[config.mk]
export PLATFORM = sky130hd
export DESIGN_NAME = frame_buffer_writer
export DESIGN_NICKNAME = d
export VERILOG_FILES = /design/src/rtl/frame_buffer_writer.sv
export SDC_FILE = /design/constraint.sdc
export NUM_CORES = 1
export LEC_CHECK = 0
export CELL_PAD_IN_SITES_DETAIL_PLACEMENT = 1
export CELL_PAD_IN_SITES_GLOBAL_PLACEMENT = 2
export CORE_MARGIN = 2
export CORE_UTILIZATION = 40
export DETAILED_ROUTE_END_ITERATION = 8
export GPL_TIMING_DRIVEN = 1
export PLACE_DENSITY = 0.87
export SYNTH_ARGS = -nofsm -noshare
export SYNTH_HDL_FRONTEND = slang
export SYNTH_SLANG_ARGS = --single-unit
[constraint.sdc]
create_clock -name clk -period 4.15 [get_ports clk]
set_clock_uncertainty 0.15 [all_clocks]
set_input_delay 0.83 -clock clk [delete_from_list [all_inputs] [get_ports clk]]
set_output_delay 0.83 -clock clk [all_outputs]
set_load 0.02 [all_outputs]
[src/rtl/frame_buffer_writer.sv]
// ---------------------------------------------------------------------------
// frame_buffer_writer
//
// Accepts pixels {x, y, color} from a drawing engine, drops off-screen pixels,
// buffers on-screen pixels in a small FIFO and emits frame buffer writes
// through a single output register that holds while the memory stalls.
//
// Optional feature macro: FB_WRITER_CLIP_COUNT_EN
//   defined   -> clipped_count counts dropped pixels, saturating at 16'hFFFF
//   undefined -> clipped_count is tied to 0 and no counter exists
//
// Ports
//   clk            in   system clock, rising edge
//   reset          in   synchronous, active-high
//   xDraw/yDraw    in   11-bit pixel coordinates
//   color_in       in   3-bit pixel color
//   pix_valid      in   pixel present
//   pix_ready      out  a pixel can be accepted (FIFO not full)
//   fb_addr        out  19-bit frame buffer word address (y*SCREEN_W + x)
//   fb_data        out  3-bit color to write
//   fb_we          out  write request
//   fb_busy        in   memory stall; write not taken this cycle
//   clipped_count  out  number of off-screen pixels dropped
//   idle           out  FIFO empty and no write pending
// ---------------------------------------------------------------------------
module frame_buffer_writer #(
    parameter int SCREEN_W   = 640,
    parameter int SCREEN_H   = 480,
    parameter int FIFO_DEPTH = 8
) (
    input  logic        clk,
    input  logic        reset,
    input  logic [10:0] xDraw,
    input  logic [10:0] yDraw,
    input  logic [2:0]  color_in,
    input  logic        pix_valid,
    output logic        pix_ready,
    output logic [18:0] fb_addr,
    output logic [2:0]  fb_data,
    output logic        fb_we,
    input  logic        fb_busy,
    output logic [15:0] clipped_count,
    output logic        idle
);

    localparam int          PW        = (FIFO_DEPTH > 1) ? $clog2(FIFO_DEPTH) : 1;
    localparam logic [PW:0] DEPTH_CNT = (PW+1)'(FIFO_DEPTH);
    localparam logic [10:0] W11       = 11'(SCREEN_W);
    localparam logic [10:0] H11       = 11'(SCREEN_H);
    localparam logic [18:0] W19       = 19'(SCREEN_W);

    // FIFO entry layout: {x[10:0], y[10:0], color[2:0]}
    logic [24:0]   r_mem [FIFO_DEPTH];
    logic [PW-1:0] r_wr_ptr;
    logic [PW-1:0] r_rd_ptr;
    logic [PW:0]   r_count;

    logic          r_out_valid;
    logic [18:0]   r_addr;
    logic [2:0]    r_data;

    logic          w_full;
    logic          w_empty;
    logic          w_accept;
    logic          w_onscreen;
    logic          w_push;
    logic          w_pop;
    logic [24:0]   w_head;
    logic [10:0]   w_head_x;
    logic [10:0]   w_head_y;
    logic [2:0]    w_head_c;
    logic [18:0]   w_addr;

    assign w_full     = (r_count == DEPTH_CNT);
    assign w_empty    = (r_count == '0);
    assign w_accept   = pix_valid & ~w_full;
    assign w_onscreen = (xDraw < W11) && (yDraw < H11);
    assign w_push     = w_accept & w_onscreen;

    // Load the output register whenever it is free or its write completes now.
    assign w_pop      = ~w_empty & (~r_out_valid | ~fb_busy);

    assign w_head     = r_mem[r_rd_ptr];
    assign w_head_x   = w_head[24:14];
    assign w_head_y   = w_head[13:3];
    assign w_head_c   = w_head[2:0];

    // Widen before multiplying so y*SCREEN_W does not wrap at 11 bits.
    assign w_addr     = ({8'd0, w_head_y} * W19) + {8'd0, w_head_x};

    always_ff @(posedge clk) begin
        if (w_push) begin
            r_mem[r_wr_ptr] <= {xDraw, yDraw, color_in};
        end
    end

    always_ff @(posedge clk) begin
        if (reset) begin
            r_wr_ptr <= '0;
            r_rd_ptr <= '0;
            r_count  <= '0;
        end else begin
            if (w_push) begin
                r_wr_ptr <= r_wr_ptr + 1'b1;
            end
            if (w_pop) begin
                r_rd_ptr <= r_rd_ptr + 1'b1;
            end
            case ({w_push, w_pop})
                2'b10:   r_count <= r_count + 1'b1;
                2'b01:   r_count <= r_count - 1'b1;
                default: r_count <= r_count;
            endcase
        end
    end

    always_ff @(posedge clk) begin
        if (reset) begin
            r_out_valid <= 1'b0;
            r_addr      <= '0;
            r_data      <= '0;
        end else if (w_pop) begin
            r_out_valid <= 1'b1;
            r_addr      <= w_addr;
            r_data      <= w_head_c;
        end else if (r_out_valid && !fb_busy) begin
            r_out_valid <= 1'b0;
        end
    end

`ifdef FB_WRITER_CLIP_COUNT_EN
    logic        w_clip;
    logic [15:0] r_clip_cnt;

    assign w_clip = w_accept & ~w_onscreen;

    always_ff @(posedge clk) begin
        if (reset) begin
            r_clip_cnt <= '0;
        end else if (w_clip && (r_clip_cnt != 16'hFFFF)) begin
            r_clip_cnt <= r_clip_cnt + 16'd1;
        end
    end

    assign clipped_count = r_clip_cnt;
`else
    assign clipped_count = 16'd0;
`endif

    assign pix_ready = ~w_full;
    assign fb_we     = r_out_valid;
    assign fb_addr   = r_addr;
    assign fb_data   = r_data;
    assign idle      = w_empty & ~r_out_valid;

endmodule

### Word-level counts from Yosys, hierarchy flattened

Memories as Yosys holds them, arrays and structs flattened. A register that Yosys moved wholly into a read port is not among the register bits.
Index checks and enable logic that the tools add are counted.

| operators by class | value |
|---|---|
| multiplexer cells | 7 |
| bitwise operators | 9 |
| eq/ne operators | 3 |
| multipliers | 1 |
| order comparisons | 2 |
| reductions and logical operators | 6 |
| add/sub/neg operators | 5 |

Operators with widths:

| kind | number |
|---|---|
| adder 19 x 11 -> 19 bit | 1 |
| multiplier 11 x 3 -> 12 bit (second input constant) | 1 |
| < comparator 11 x 10 -> 1 bit (second input constant) | 1 |
| < comparator 11 x 9 -> 1 bit (second input constant) | 1 |
| case mux 4 bit (2 select lines) | 1 |
| adder 3 x 1 -> 3 bit (second input constant) | 2 |
| 2-to-1 mux 3 bit | 2 |
| adder 4 x 1 -> 4 bit (second input constant) | 1 |
| AND 1 bit | 4 |
| equality test 4 bit (second input constant) | 1 |
| logical NOT 4 bit | 1 |
| 2-to-1 mux 1 bit | 4 |
| NOT 1 bit | 4 |
| nonzero test 2 bit | 2 |
| subtractor 4 x 1 -> 4 bit (second input constant) | 1 |
| equality test 2 x 1 -> 1 bit (second input constant) | 1 |
| equality test 2 bit (second input constant) | 1 |
| logical AND 1 bit | 2 |
| logical NOT 1 bit | 1 |
| bitwise OR 1 bit | 1 |

| storage, ports and cells | value |
|---|---|
| memories kept | 1 |
| memory bits (writable) | 200 |
| input port bits | 29 |
| word-level logic and storage cells | 40 |
| output and inout port bits | 41 |
| bits in registers | 33 |

Memory list:

| name | depth | width | rd ports | clocked after memory_dff | write ports | line | RTL |
|---|---|---|---|---|---|---|---|
| r_mem | 8 | 25 | 1 | 1 | 1 | 53 | `logic [24:0] r_mem [FIFO_DEPTH];` |

### Depth between registers and ports, before layout

| logic depth | value |
|---|---|
| depth in word-level cells | 6 |
| mapped depth | 15 |
| gate-level depth less buffers | 12 |

### Worst setup path after synthesis

OpenSTA, ideal clock, no wires.

| timing path | value |
|---|---|
| path kind | register -> register |
| start | register with a tool-made name |
| end | register r_addr[18] (netlist: fb_addr[18]) |
| clock period less this slack | 4160 ps |
| library setup time | 88 ps |
| arrival | 3922 ps |
| stages on the path, launching flop included | 16 |
| path slack | -10 ps |
| required time | 3912 ps |
| path buffers | 3 |
| path through | dfxtp_1 > clkbuf_1 > buf_4 > buf_2 > mux4_2 > mux2i_1 > inv_1 > ha_1 > ha_1 > fa_1 > a211oi_1 > o21ai_0 > a22oi_1 > nand4_1 > o211a_1 > nor4_2 |

RTL lines:

| item | line | RTL |
|---|---|---|
| to (signal assigned) | 124 | `r_addr <= w_addr;` |
| to (decl) | 59 | `logic [18:0] r_addr;` |

==> flow_metrics.py <==
metrics = {
    "run_status": {
        "status": "finished, final reports clean",
    },
    "clock_tree": {
        "ctsHoldBuffers": 0,
        "cts_root_buf": "sky130_fd_sc_hd__clkbuf_16",
        "clock_tree_sinks": 236,
        "cts_buffers": 25,
        "cts_tree": "yes",
        "cts.path.max_buffers": 3,
        "h_tree_depth_reported_by_cts": 1,
        "worst_setup_hold_path_clk_slew_ns": 0.06,
        "worst_skew_pair_later_pin_latency_ns": 0.51,
    },
    "timing": {
        "grt_setup_unrepaired": "no",
        "worstMarginPinSlew_ns": 0.630,
        "setup-violations-final": 0,
        "timing.setup.tns_ns": 0,
        "fmax_ghz": 0.257,
        "max_slew_margin_pct": 57.9,
        "fin_worst_hold_slack_ns": 0.307,
        "post-route-min-period_ns": 3.89,
        "timing.final.crit_share_pct": 93.8,
        "hold_viol_final": 0,
        "timing.final.max_slew_violations": 0,
    },
    "setup_path": {
        "critPathCaptureType": "register",
        "timing.critical_path.fanout_max": 13,
        "path_cells": "buf_6 -> mux4_2 -> mux2_2 -> ha_1 -> ha_1 -> a2111oi_0 -> o21ai_0 -> a32oi_1 -> inv_1 -> nor4_1 -> nor4_2",
        "crit_path_frequent_cell": "sky130_fd_sc_hd__ha_1",
        "timing.critical_path.slowest_cell_delay_ns": 0.54,
        "critical_path_arrival_ns": 4.12,
        "buf_inv_on_cp": 2,
        "critical_path.startpoint_type": "register",
        "timing.critical_path.slowest_stage_cell": "sky130_fd_sc_hd__mux4_2",
        "timing.critical_path.required_ns": 4.38,
        "crit_family": "multiplexers",
        "worst-setup-path-type": "reg2reg",
    },
    "logic_synthesis": {
        "yosysSeqAreaShare_pct": 68.3,
        "synth_cells": 570,
        "async_reset_ff_share_pct": 0,
        "compound_cell_area_share_of_the_yosys_netlist_pct": 4.37,
        "synth_top_family_by_area": "multiplexers",
        "synth_mux_area_share_pct": 14.2,
        "synth_xor_xnor_area_share_pct": 1.65,
        "synth_area_mm2": 0.00984,
        "yosysWarnings": 0,
        "synth-seq-cells": 236,
        "netlist-cell-type-count": 50,
        "synthSimpleGateAreaFrac_pct": 4.74,
        "synth_fa_ha_area_share_pct": 3.92,
        "synth.avg_cell_area_um2": 17.3,
        "number_of_enable_flip_flop_cells_after_synthesis": 200,
        "top_ff_cell_synth": "sky130_fd_sc_hd__edfxtp_1",
    },
    "drt": {
        "drtIter0Drc": 298,
        "routedWlPerCell_um": 22.4,
        "ant_nets": 0,
        "post_drt_via_cell_ratio": 5.32,
        "num_vias": 5318,
        "drt_drc_violations_left": 0,
        "drt_wl_total_um": 22300,
        "detail_route.first_pass.iterations": 4,
    },
    "cells_and_area": {
        "finalNonFillerCells": 999,
        "final_layout_size_suffix_gt1_share_pct": 21.5,
        "n_antenna_cell": 0,
        "fill_cells": 2318,
        "area_growth_from_synthesis_to_layout_pct": 19.6,
        "finish.net_count": 715,
    },
    "global_routing": {
        "grt_start_max_net_pins": 43,
        "grtUsageTotal_pct": 17.5,
        "antenna_found_initial": 0,
        "grt_overflow_total": 0,
        "first_pass_grt_wire_length_um": 34400,
        "grt_pass1_vias": 5888,
    },
    "die": {
        "dieHeight_um": 161,
        "fp.dieArea_mm2": 0.0259,
        "rows": 57,
        "start_util_pct": 40.6,
        "core_area_mm2": 0.0242,
        "die_width_um": 161,
        "ioPinCount": 70,
    },
    "hold_path": {
        "hold_class": "reg2reg",
    },
    "power_and_ir_drop": {
        "p_per_area_mw_per_mm2": 690,
        "p_leak_nw": 3.89,
        "vdd.ir_drop.worst_mv": 0.292,
        "total_power_mw": 8.12,
    },
    "placed_design": {
        "globalplace.congestion": 0.739,
        "placedCellCount": 951,
        "place_hpwl_um": 14100,
        "numPortBuffers": 53,
    },
    "job": {
        "max_cap_viol_count": 0,
    },
}
==> state kept, by name, summed over array words and instances, names as in the netlist, named ones only <==
| register | count |
|---|---|
| fb_addr | 19 |
| r_wr_ptr | 3 |
| fb_data | 3 |
| r_mem | 200 |
| r_rd_ptr | 3 |
| r_count | 4 |
| fb_we | 1 |
==> power breakdown <==
part	internal [mW]	switching, mW	total [mW]
clock network	1.17	0.871	2.05
registers	2.71	0.134	2.85
logic	1.45	1.78	3.23
==> logic make-up after synthesis <==
group | count (synthesis)
AO/OA/AOI/OAI | 66
XOR/XNOR | 17
adder cells (fa/ha/maj) | 29
buffers and inverters | 51
flip-flops | 236
multiplexers | 75
other | 1
AND/OR/NAND/NOR | 95
==> Yosys cell counts, types with 3 or more instances <==
library cell	instances	area, µm²
sky130_fd_sc_hd__xnor2_1	8	70.1
sky130_fd_sc_hd__dfxtp_1	36	721
sky130_fd_sc_hd__mux2_2	12	135
sky130_fd_sc_hd__nor3b_1	6	45.0
sky130_fd_sc_hd__buf_4	17	128
sky130_fd_sc_hd__mux2i_1	12	120
sky130_fd_sc_hd__nand4_1	4	25.0
sky130_fd_sc_hd__ha_1	26	325
sky130_fd_sc_hd__nor4_1	3	18.8
sky130_fd_sc_hd__nand2_1	28	105
sky130_fd_sc_hd__buf_2	7	35.0
sky130_fd_sc_hd__o21ai_0	11	55.1
sky130_fd_sc_hd__fa_1	3	60.1
sky130_fd_sc_hd__edfxtp_1	200	6010
sky130_fd_sc_hd__a211oi_1	19	143
sky130_fd_sc_hd__nor3_1	3	15.0
sky130_fd_sc_hd__mux4_2	50	1130
sky130_fd_sc_hd__inv_1	10	37.5
sky130_fd_sc_hd__xor2_1	8	70.1
sky130_fd_sc_hd__clkbuf_1	14	52.6
sky130_fd_sc_hd__a21oi_1	20	100
sky130_fd_sc_hd__a21o_1	5	37.5
sky130_fd_sc_hd__nor2_1	36	135
==> through the flow <==
step                setup slack [ns]  utilization [%]  cell area (µm²)
global route                 0.00566             48.5            11800
global placement               0.168             45.2            11000
CTS                           0.0563             48.3            11700
finish                         0.257             48.5            11800
detailed placement            0.0745             45.2            11000
floorplan                    0.00285                -             9900
==> cell usage in the layout, fill, tap and decap left out, drive strengths merged, types with 4 or more instances in the layout <==
| cell | instances |
|---|---|
| xor2 | 8 |
| clkinv | 9 |
| buf | 32 |
| clkdlybuf4s50 | 53 |
| a211oi | 20 |
| nor3b | 6 |
| mux4 | 50 |
| mux2i | 12 |
| conb | 16 |
| ha | 26 |
| nor2 | 36 |
| edfxtp | 200 |
| a21oi | 20 |
| nand2 | 28 |
| dfxtp | 36 |
| xnor2 | 8 |
| nand4 | 4 |
| clkbuf | 33 |
| a21o | 5 |
| nor4 | 4 |
| inv | 12 |
| o21ai | 12 |
| mux2 | 13 |
==> final cells by class <==
type	instances	area, µm²	share of cell area [%]
Clock buffer	33	656	5.57
Clock inverter	12	88.8	0.755
Inverter	11	41.3	0.351
Multi-Input combinational cell	298	2950	25.0
Sequential cell	236	6730	57.2
Tap cell	324	405	3.44
Timing Repair Buffer	85	900	7.64
==> timing repair <==
| action | 4_1_cts | 5_1_grt |
|---|---|---|
| setup buffers | 0 | 3 |
| gates resized for setup | 0 | 4 |
| setup endpoints to repair | 0 | 4 |
==> worst paths after layout <==
path               start  cells past startpoint          end  slack, ns
max reg2reg     register                     11  fb_addr[18]       0.26
min          fb_addr[10]                      2  fb_addr[10]       0.31
min reg2reg  fb_addr[10]                      2  fb_addr[10]       0.31
max             register                     11  fb_addr[18]       0.26
==> worst register-to-register path, cell delays in order (launching register included) <==
cell                        delay [ns]
sky130_fd_sc_hd__dfxtp_4          0.46
sky130_fd_sc_hd__buf_6            0.25
sky130_fd_sc_hd__mux4_2           0.54
sky130_fd_sc_hd__mux2_2           0.32
sky130_fd_sc_hd__ha_1             0.29
sky130_fd_sc_hd__ha_1             0.39
sky130_fd_sc_hd__a2111oi_0        0.46
sky130_fd_sc_hd__o21ai_0          0.18
sky130_fd_sc_hd__a32oi_1          0.19
sky130_fd_sc_hd__inv_1            0.12
sky130_fd_sc_hd__nor4_1           0.36
sky130_fd_sc_hd__nor4_2           0.06
==> per-layer routing <==
metal / wire (µm) / global-route usage (%) / up-vias / part of all wire (%)
met4: 631 / 6.57 / 0 / 2.8
met5: 0 / 0 / - / 0
li1: - / - / 2396 / -
met1: 9200 / 21.6 / 2722 / 41
met2: 11500 / 30.7 / 152 / 51
met3: 1020 / 3.25 / 48 / 4.6
No activity file was read; power rests on OpenSTA's default activity.
